### src/rtl/conv_1g_port_mux_arb.sv
// Packet-granular round-robin merge of PORTS 1G RX head FIFOs into one
// 64-bit output stream. A grant taken at SOP is held until EOP, until a new
// SOP shows up on the granted port, or until the watchdog expires; the last
// two cases close the packet with a dummy errored EOP word.
module conv_1g_port_mux_arb #(
  parameter int PORTS      = 4,
  parameter int WDT_CYCLES = 600,
  parameter int ID_W       = (PORTS > 1) ? $clog2(PORTS) : 1
) (
  input  logic                clk_i,
  input  logic                rst_n_i,
  input  logic [PORTS-1:0]    in_avail_i,
  input  logic [64*PORTS-1:0] in_data_i,
  input  logic [PORTS-1:0]    in_sop_i,
  input  logic [PORTS-1:0]    in_eop_i,
  input  logic [3*PORTS-1:0]  in_mod_i,
  input  logic [PORTS-1:0]    in_crc_err_i,
  output logic [PORTS-1:0]    in_rd_o,
  input  logic                out_full_i,
  output logic                out_val_o,
  output logic [63:0]         out_data_o,
  output logic [7:0]          out_status_o,
  output logic [2:0]          out_error_o,
  output logic [ID_W-1:0]     out_port_o,
  output logic [15:0]         out_len_o,
  output logic [15:0]         drop_cnt_o,
  output logic [15:0]         abort_cnt_o
);

  typedef enum logic [1:0] {IDLE_S, PASS_S, ABORT_S} state_t;

  localparam int              WDT_W   = $clog2(WDT_CYCLES + 1);
  localparam logic [WDT_W-1:0] WDT_LIM = WDT_W'(WDT_CYCLES);
  localparam logic [ID_W-1:0] PTR_RST = ID_W'(PORTS - 1);

  // Saturating event counter increment.
  function automatic logic [15:0] sat_inc(input logic [15:0] v);
    return (v == 16'hFFFF) ? v : v + 16'd1;
  endfunction

  // Byte count carried by an EOP word; mod 0 means a full word.
  function automatic logic [15:0] eop_bytes(input logic [2:0] m);
    return (m == 3'd0) ? 16'd8 : {13'd0, m};
  endfunction

  state_t            state_q, state_d;
  logic [ID_W-1:0]   grant_q, grant_d;
  logic [ID_W-1:0]   ptr_q, ptr_d;
  logic [WDT_W-1:0]  wdt_q, wdt_d, wdt_inc;
  logic [15:0]       acc_q, acc_d;
  logic [15:0]       drop_q, drop_d;
  logic [15:0]       abort_q, abort_d;

  logic [63:0]       data_arr [PORTS];
  logic [2:0]        mod_arr  [PORTS];

  logic              sel_found;
  logic [ID_W-1:0]   sel_idx;
  logic [ID_W-1:0]   cand;

  logic [PORTS-1:0]  rd_p0;
  logic              vld_p0, vld_p1;
  logic [63:0]       data_p0, data_p1;
  logic [7:0]        status_p0, status_p1;
  logic [2:0]        error_p0, error_p1;
  logic [ID_W-1:0]   port_p0, port_p1;
  logic [15:0]       len_p0, len_p1;

  for (genvar p = 0; p < PORTS; p++) begin : g_unpack
    assign data_arr[p] = in_data_i[64*p +: 64];
    assign mod_arr[p]  = in_mod_i[3*p +: 3];
  end

  assign wdt_inc = wdt_q + 1'b1;

  // Round-robin scan: first available port after the pointer.
  always_comb begin
    sel_found = 1'b0;
    sel_idx   = '0;
    cand      = '0;
    for (int i = 1; i <= PORTS; i++) begin
      cand = ID_W'((int'(ptr_q) + i) % PORTS);
      if (!sel_found && in_avail_i[cand]) begin
        sel_found = 1'b1;
        sel_idx   = cand;
      end
    end
  end

  // Stage p0: next-state, pop strobe and the word to be registered.
  always_comb begin
    state_d   = state_q;
    grant_d   = grant_q;
    ptr_d     = ptr_q;
    wdt_d     = wdt_q;
    acc_d     = acc_q;
    drop_d    = drop_q;
    abort_d   = abort_q;
    rd_p0     = '0;
    vld_p0    = 1'b0;
    data_p0   = '0;
    status_p0 = '0;
    error_p0  = '0;
    port_p0   = '0;
    len_p0    = '0;
    unique case (state_q)
      IDLE_S: begin
        if (!out_full_i && sel_found) begin
          rd_p0[sel_idx] = 1'b1;
          if (in_sop_i[sel_idx] && !in_eop_i[sel_idx]) begin
            vld_p0    = 1'b1;
            data_p0   = data_arr[sel_idx];
            status_p0 = 8'h80;
            port_p0   = sel_idx;
            grant_d   = sel_idx;
            acc_d     = 16'd8;
            wdt_d     = '0;
            state_d   = PASS_S;
          end else begin
            // Stray mid/EOP word or single-word SOP+EOP: discard it.
            drop_d = sat_inc(drop_q);
            ptr_d  = sel_idx;
          end
        end
      end
      PASS_S: begin
        if (!out_full_i) begin
          if (in_avail_i[grant_q]) begin
            wdt_d = '0;
            if (in_sop_i[grant_q]) begin
              // Packet lost its EOP; keep the new SOP for a later grant.
              state_d = ABORT_S;
            end else begin
              rd_p0[grant_q] = 1'b1;
              vld_p0         = 1'b1;
              data_p0        = data_arr[grant_q];
              port_p0        = grant_q;
              if (in_eop_i[grant_q]) begin
                status_p0 = {2'b01, 3'b000, mod_arr[grant_q]};
                error_p0  = {2'b00, in_crc_err_i[grant_q]};
                len_p0    = acc_q + eop_bytes(mod_arr[grant_q]);
                ptr_d     = grant_q;
                state_d   = IDLE_S;
              end else begin
                acc_d = acc_q + 16'd8;
              end
            end
          end else begin
            wdt_d = wdt_inc;
            if (wdt_inc == WDT_LIM) begin
              wdt_d   = '0;
              state_d = ABORT_S;
            end
          end
        end
      end
      ABORT_S: begin
        if (!out_full_i) begin
          vld_p0    = 1'b1;
          status_p0 = 8'h40;
          error_p0  = 3'b001;
          port_p0   = grant_q;
          len_p0    = acc_q + 16'd8;
          abort_d   = sat_inc(abort_q);
          ptr_d     = grant_q;
          state_d   = IDLE_S;
        end
      end
      default: state_d = IDLE_S;
    endcase
  end

  // Control state: FSM, grant, RR pointer, watchdog, length and counters.
  always_ff @(posedge clk_i or negedge rst_n_i) begin
    if (!rst_n_i) begin
      state_q <= IDLE_S;
      grant_q <= '0;
      ptr_q   <= PTR_RST;
      wdt_q   <= '0;
      acc_q   <= '0;
      drop_q  <= '0;
      abort_q <= '0;
    end else begin
      state_q <= state_d;
      grant_q <= grant_d;
      ptr_q   <= ptr_d;
      wdt_q   <= wdt_d;
      acc_q   <= acc_d;
      drop_q  <= drop_d;
      abort_q <= abort_d;
    end
  end

  // Stage p1: registered output word.
  always_ff @(posedge clk_i or negedge rst_n_i) begin
    if (!rst_n_i) begin
      vld_p1    <= 1'b0;
      data_p1   <= '0;
      status_p1 <= '0;
      error_p1  <= '0;
      port_p1   <= '0;
      len_p1    <= '0;
    end else begin
      vld_p1    <= vld_p0;
      data_p1   <= data_p0;
      status_p1 <= status_p0;
      error_p1  <= error_p0;
      port_p1   <= port_p0;
      len_p1    <= len_p0;
    end
  end

  assign in_rd_o      = rd_p0 & {PORTS{rst_n_i}};
  assign out_val_o    = vld_p1;
  assign out_data_o   = data_p1;
  assign out_status_o = status_p1;
  assign out_error_o  = error_p1;
  assign out_port_o   = port_p1;
  assign out_len_o    = len_p1;
  assign drop_cnt_o   = drop_q;
  assign abort_cnt_o  = abort_q;

endmodule

### config.mk
export PLATFORM = sky130hd
export DESIGN_NAME = conv_1g_port_mux_arb
export DESIGN_NICKNAME = d
export VERILOG_FILES = /design/src/rtl/conv_1g_port_mux_arb.sv
export SDC_FILE = /design/constraint.sdc
export NUM_CORES = 1
export LEC_CHECK = 0
export BUFFER_PORTS_ARGS = -buffer_cell sky130_fd_sc_hd__buf_2
export CAP_MARGIN = 20
export CORE_AREA = 2 2 164 166
export CTS_CLUSTER_SIZE = 24
export DETAILED_ROUTE_END_ITERATION = 8
export DIE_AREA = 0 0 166 168
export PLACE_DENSITY = 0.69
export REMOVE_ABC_BUFFERS = 1
export SYNTH_ARGS = -nofsm -noshare
export SYNTH_HDL_FRONTEND = slang
export SYNTH_SLANG_ARGS = --single-unit
### constraint.sdc
create_clock -name clk_i -period 6.87 [get_ports clk_i]
set_clock_uncertainty 0.1 [all_clocks]
set_input_delay 1.0305 -clock clk_i [delete_from_list [all_inputs] [get_ports clk_i]]
set_output_delay 1.0305 -clock clk_i [all_outputs]
set_load 0.005 [all_outputs]
==> results of run 1 <==
[state kept, by name (all words and copies together) (netlist names), 5 cells and up]
register      flops
out_data_o       64
abort_cnt_o      16
drop_cnt_o       16
out_len_o        16
acc_q            13
wdt_q            10
out_status_o      5
[how the worst max path moves through the flow]
stage	start	to	slack, ns
after floorplan	in_avail_i[3]	in_rd_o[0]	-0.09
after global placement	in_avail_i[0]	in_rd_o[3]	2.49
after detailed placement	in_avail_i[0]	in_rd_o[3]	2.51
after CTS	grant_q[0]	in_rd_o[3]	2.35
after global routing	grant_q[0]	in_rd_o[3]	2.23
final	grant_q[0]	in_rd_o[3]	2.46
[cells in the final DEF (no fill, tap or decap), types with 4 or more instances in the layout]
master,n
dfrtp_1,146
o22ai_1,10
ha_1,10
inv_6,6
mux2_2,7
mux4_2,70
buf_2,410
nand2b_1,14
nor2_1,51
diode_2,19
nor2b_1,8
xor2_1,14
and3_1,10
xnor2_1,17
o211ai_1,4
o31ai_1,6
a21oi_1,12
nor3_1,16
nor3b_1,4
nand3_1,160
nand3b_1,11
clkbuf_16,17
nand4_1,10
o21ai_0,36
nor4_1,5
conb_1,6
o221ai_1,8
buf_4,12
a32o_1,64
nand2_1,326
inv_1,15
a31oi_1,6
[final cells by class]
class | count | share of cell area (%)
Timing Repair Buffer | 424 | 16.1
Sequential cell | 150 | 27.9
Antenna cell | 19 | 0.352
Clock buffer | 18 | 3.25
Inverter | 17 | 0.472
Clock inverter | 14 | 1.20
Multi-Input combinational cell | 938 | 47.5
Tap cell | 341 | 3.16
[cell families after synthesis]
logic type	Yosys count	share of synthesized area [%]
buffers and inverters	118	4.48
multiplexers	80	16.1
adder cells (fa/ha/maj)	10	1.18
flip-flops	150	35.4
AND/OR/NAND/NOR	637	27.2
XOR/XNOR	31	2.56
AO/OA/AOI/OAI	174	13.1
other	1	0.0354
[worst max-delay path: stages, from the launching register on]
cell	delay, ns
dfrtp_4	0.92
inv_2	0.18
mux4_2	0.41
nor2_4	0.82
a32oi_1	0.21
nor2_1	0.17
buf_2	0.14
[per-stage QoR]
stage	hold WS, ns	instances	worst slack (ns)	utilization, %	instance area, um^2
2_1_floorplan	0.377	1105	-0.0896	-	10200
3_3_place_gp	0.379	1869	2.49	48.7	12800
3_5_place_dp	0.382	1869	2.51	48.7	12800
4_1_cts	0.391	1901	2.35	51.0	13400
5_1_grt	0.405	1915	2.23	51.2	13500
6_report	0.384	1921	2.46	51.3	13500
[power groups by stage]
| stage | clock network (mW) | registers, mW | logic (mW) |
|---|---|---|---|
| 2_1_floorplan | 0 | 1.33 | 1.51 |
| 3_3_place_gp | 0 | 1.32 | 2.13 |
| 3_5_place_dp | 0 | 1.32 | 2.19 |
| 4_1_cts | 1.00 | 1.30 | 2.19 |
| 5_1_grt | 1.04 | 1.34 | 2.41 |
| 6_report | 0.986 | 1.30 | 2.21 |
[metal layers]
metal  vias up  share of wire (%)  GRT usage (%)
met5         -              0.034              0
met4         2                4.1           12.7
met3        81                7.3           6.25
met2       496                 49           42.8
met1      5374                 40           33.0
li1       5096                  -              -
==> run_results.csv, run 1 <==
group,metric,value,unit
power,seqPwrFrac,29.0,%
floorplanning,coreArea,26400,um^2
worst_hold_path,hold_end,"abort_cnt_o[11]",
power,vdd_drop_max,0.185,mV
yosys,yosys_warnings,0,
timing,hold_violations,0,
placement,detailed_place_hpwl,26.8,mm
critical_path,r2r-end,"out_len_o[12]",
timing,max_clock_freq,227,MHz
timing,finalSetupViolCount,0,
cts,cts.sinks,150,
cells_and_area,seqCellArea,3760,um^2
routing,drt_iter0_markers,897,
cts,clk_latency,0.42,ns
critical_path,cp-end-kind,"output pin",
power,p_int,2.58,mW
timing,worstMarginPinSlew,1.05,ns
routing,drtPass1Iterations,6,
cts,cts_made_buffers,17,
routing,drt-total-wl,38.0,mm
yosys,yosysTopAreaCell,"dfrtp_1",
power,total_power,4.50,mW
timing,slew_headroom,29.5,%
grt,grt_pass1_vias,10600,
worst_hold_path,holdPathStages,1,
yosys,yosysUniqueCellTypes,63,
power,p_clk_share,21.9,%
critical_path,r2r_start,"grant_q[0]",
yosys,yosys_most_used_dff,"dfrtp_1",
power,powerDensity,333,nW/um^2
cts,h-tree-depth,4,
yosys,synth_top_area_share,34.9,%
yosys,synth_async_sr_flop_share,100,%
yosys,synth.most_common_cell,"nand2_1",
yosys,ys_ff_latch,150,
timing,fin_crit_sh,64.2,%
grt,antenna_found_initial,17,
grt,grt_pass1_wl,58.2,mm
cts,clk_pin_slew,0.07,ns
timing,maxSlewViolCount,0,
placement,io_buffers,411,
critical_path,startpoint_type,"register",
yosys,syn_inst,1201,
power,p_comb_share,49.1,%
cts,post_cts_buffers,0,
yosys,synth_area_per_cell,8.83,um^2
yosys,synth_area,10600,um^2
worst_hold_path,hold_class,"reg -> reg",
cts,tritoncts,"done",
yosys,synthTopCellsByArea,"dfrtp_1 35%, mux4_2 15%, nand2_1 12%",
yosys,netlist_top_cells_count,"327 x nand2_1, 160 x nand3_1, 148 x dfrtp_1",
cts,cts.repair.resized,0,
critical_path,worstPathRequired,5.74,ns
timing,rsz0062_at_grt,"no",
routing,post_drt_via_cell_ratio,5.75,
grt,grt_max_degree,108,
routing,num_vias,11000,
cells_and_area,final_layout_size_suffix_gt1_share,35.6,%
floorplanning,io_pins,417,
job,max_cap_violations,0,
worst_hold_path,min-delay-start,"abort_cnt_o[11]",
routing,ant_nets,0,
grt,grt-ovfl-total,0,
power,p_leak,6.46,nW
routing,wl_per_cell,19.8,um
power,p_sw_share,42.6,%
floorplanning,row_count,60,
power,switching_power,1.92,mW
outcome,status,"complete, no violations",
timing,layout_min_cycle_time,4.41,ns
yosys,synth_edf_count,0,
floorplanning,die_height,168,um
critical_path,path_class,"reg -> out",
cells_and_area,layout.nets,1845,
critical_path,r2r_setup_slack,3.12,ns
routing,drc,0,
placement,gp_congestion,0.883,
floorplanning,dieArea,27900,um^2
cts,hold_buffers,0,
critical_path,r2r_cells,7,
critical_path,cp_max_fo,40,
floorplanning,fp.dieW,166,um
floorplanning,start_util,40.2,%
grt,track_usage,26.2,%
cts,clock_path_buffers,2,
cells_and_area,multi_input_area,6420,um^2
cells_and_area,syn2layout_area_growth,27.4,%
cells_and_area,fillCellCount,2514,
timing,fin_tns_setup,0,ns
yosys,synth_seq_area_share,35.4,%
critical_path,cp_data_arrival_time,3.28,ns
cts,clockRootBuffer,"clkbuf_16",
Note: power is estimated with default switching activity, not from simulation.
==> run 2, diff against run 1 <==
Settings changed: CORE_AREA 2 2 164 166 to 2 2 162 164, DIE_AREA 0 0 166 168 to 0 0 164 166, PLACE_DENSITY 0.69 to 0.73.
Clock period 6.87 ns to 3.9 ns, I/O delays scaled along.
==> run 2 against run 1 <==
Against the previous run:
- highest routed layer unchanged
- total power grew 74%
- first-iteration DRC count shrank 0.89%
- register-to-register slack lost 2.3 ns
- largest power group unchanged
- largest cell class unchanged
==> run_results.csv, run 2 (synthesis results as in run 1) <==
group,metric,value,unit
outcome,status,"complete, no violations",
floorplanning,row_count,59,
critical_path,crit_path_top_delay_cell,"dfrtp_4",
critical_path,worstPathRequired,3.21,ns
critical_path,startpoint_type,"register",
timing,max_clock_freq,297,MHz
placement,gp_congestion,0.870,
cells_and_area,final_layout_size_suffix_gt1_share,35.8,%
cts,tritoncts,"done",
cts,clk_latency,0.43,ns
critical_path,crit_cells,6,
floorplanning,coreArea,25600,um^2
grt,grt_pass1_vias,10900,
critical_path,cp_max_fo,42,
floorplanning,die_height,166,um
grt,grt_pass1_wl,58.9,mm
worst_hold_path,hold_class,"reg -> reg",
cells_and_area,layout_commonest_cell,"buf_2",
critical_path,cp-end-kind,"output pin",
grt,antenna_found_initial,26,
placement,io_buffers,411,
cells_and_area,syn2layout_area_growth,27.4,%
critical_path,crit_path_cell_trace,"inv_2, mux4_2, nor3_1, a22oi_1, nor2_1, buf_2",
floorplanning,start_util,41.4,%
cts,clock_path_buffers,2,
cts,clockRootBuffer,"clkbuf_16",
timing,maxSlewViolCount,0,
placement,detailed_place_hpwl,27.2,mm
routing,ant_nets,0,
cells_and_area,seqCellArea,3760,um^2
power,powerDensity,580,nW/um^2
grt,grt-ovfl-total,0,
grt,track_usage,27.4,%
timing,fin_ws,0.533,ns
grt,grt_max_degree,71,
cts,post_cts_buffers,0,
cells_and_area,layout_common_cells,"410 x buf_2, 326 x nand2_1, 160 x nand3_1",
placement,place_area,12900,um^2
critical_path,max_stage_delay,0.88,ns
job,max_cap_violations,0,
timing,finalSetupViolCount,0,
floorplanning,io_pins,417,
critical_path,cp_top_family,"flip-flops",
cells_and_area,largest_register_ffs,64,
routing,drtPass1Iterations,5,
critical_path,path_class,"reg -> out",
critical_path,r2r_cells,7,
critical_path,crit_buf_inv,2,
cts,cts_made_buffers,17,
timing,holdWs,0.387,ns
timing,layout_min_cycle_time,3.37,ns
critical_path,cp_data_arrival_time,2.68,ns
routing,post_drt_via_cell_ratio,5.86,
cells_and_area,finish.instance_area,13500,um^2
power,p_leak,6.47,nW
floorplanning,fp.dieW,164,um
cts,cts.repair.resized,0,
cts,cts.sinks,150,
power,vdd_drop_max,0.331,mV
cts,clk_pin_slew,0.07,ns
routing,wl_per_cell,19.7,um
routing,drc,0,
routing,num_vias,11300,
cells_and_area,layout.nets,1852,
placement,place_ws,0.827,ns
timing,worstMarginPinSlew,0.774,ns
timing,hold_violations,0,
cells_and_area,multi_input_area,6420,um^2
power,total_power,7.83,mW
timing,fin_tns_setup,0,ns
cells_and_area,fillCellCount,2378,
worst_hold_path,holdPathStages,1,
timing,rsz0062_at_grt,"no",
floorplanning,dieArea,27200,um^2
cts,h-tree-depth,4,
routing,drt-total-wl,37.9,mm
routing,drt_iter0_markers,889,
timing,fin_crit_sh,86.3,%
timing,slew_headroom,47.8,%
run 2: worst paths after layout:
kind | start | endpoint | slack (ns)
min reg2reg | abort_cnt_o[11] | abort_cnt_o[11] | 0.39
max reg2reg | grant_q[1] | acc_q[7] | 0.86
max | grant_q[1] | in_rd_o[1] | 0.53
min | abort_cnt_o[11] | abort_cnt_o[11] | 0.39
max in group asynchronous | rst_n_i | grant_q[1] | 1.98
min in group asynchronous | rst_n_i | abort_cnt_o[8] | 0.54
run 2: worst reg2reg max path, delay by kind of cell (launching register included):
kind            cells  cell delay, ns
flops               1            0.88
buf+inv             1            0.12
compound gates      2            0.52
mux                 1            0.55
simple gates        3            0.83
run 2: where the power goes:
part / switching, mW / internal (mW) / total [mW]
Combinational: 2.30 / 1.69 / 4.00
Clock: 0.763 / 0.846 / 1.61
Sequential: 0.343 / 1.89 / 2.23
Total: 3.41 / 4.42 / 7.83
run 2: through the flow:
step	utilization, %	std cells
after CTS	52.6	1903
after global placement	50.3	1870
after global routing	52.7	1919
after floorplan	-	1105
final	52.7	1921
after detailed placement	50.3	1870
run 2: cell type report:
class,count,area share (%)
timing repair buffer,431,16.5
antenna,18,0.333
inverter,17,0.472
multi-input combinational,938,47.5
tap,335,3.10
sequential,150,27.9
clock buffer,18,3.18
clock inverter,14,1.01
run 2: repair_timing:
item	CTS	global route
endpoints found under the setup margin	0	0
endpoints found under the hold margin	43	0
hold buffers	1	0
run 2: routing by layer:
metal	share of wire (%)	GRT usage [%]
met1	38	34.4
met2	49	44.2
met3	8.4	6.62
met4	4.5	13.5
met5	0.30	0
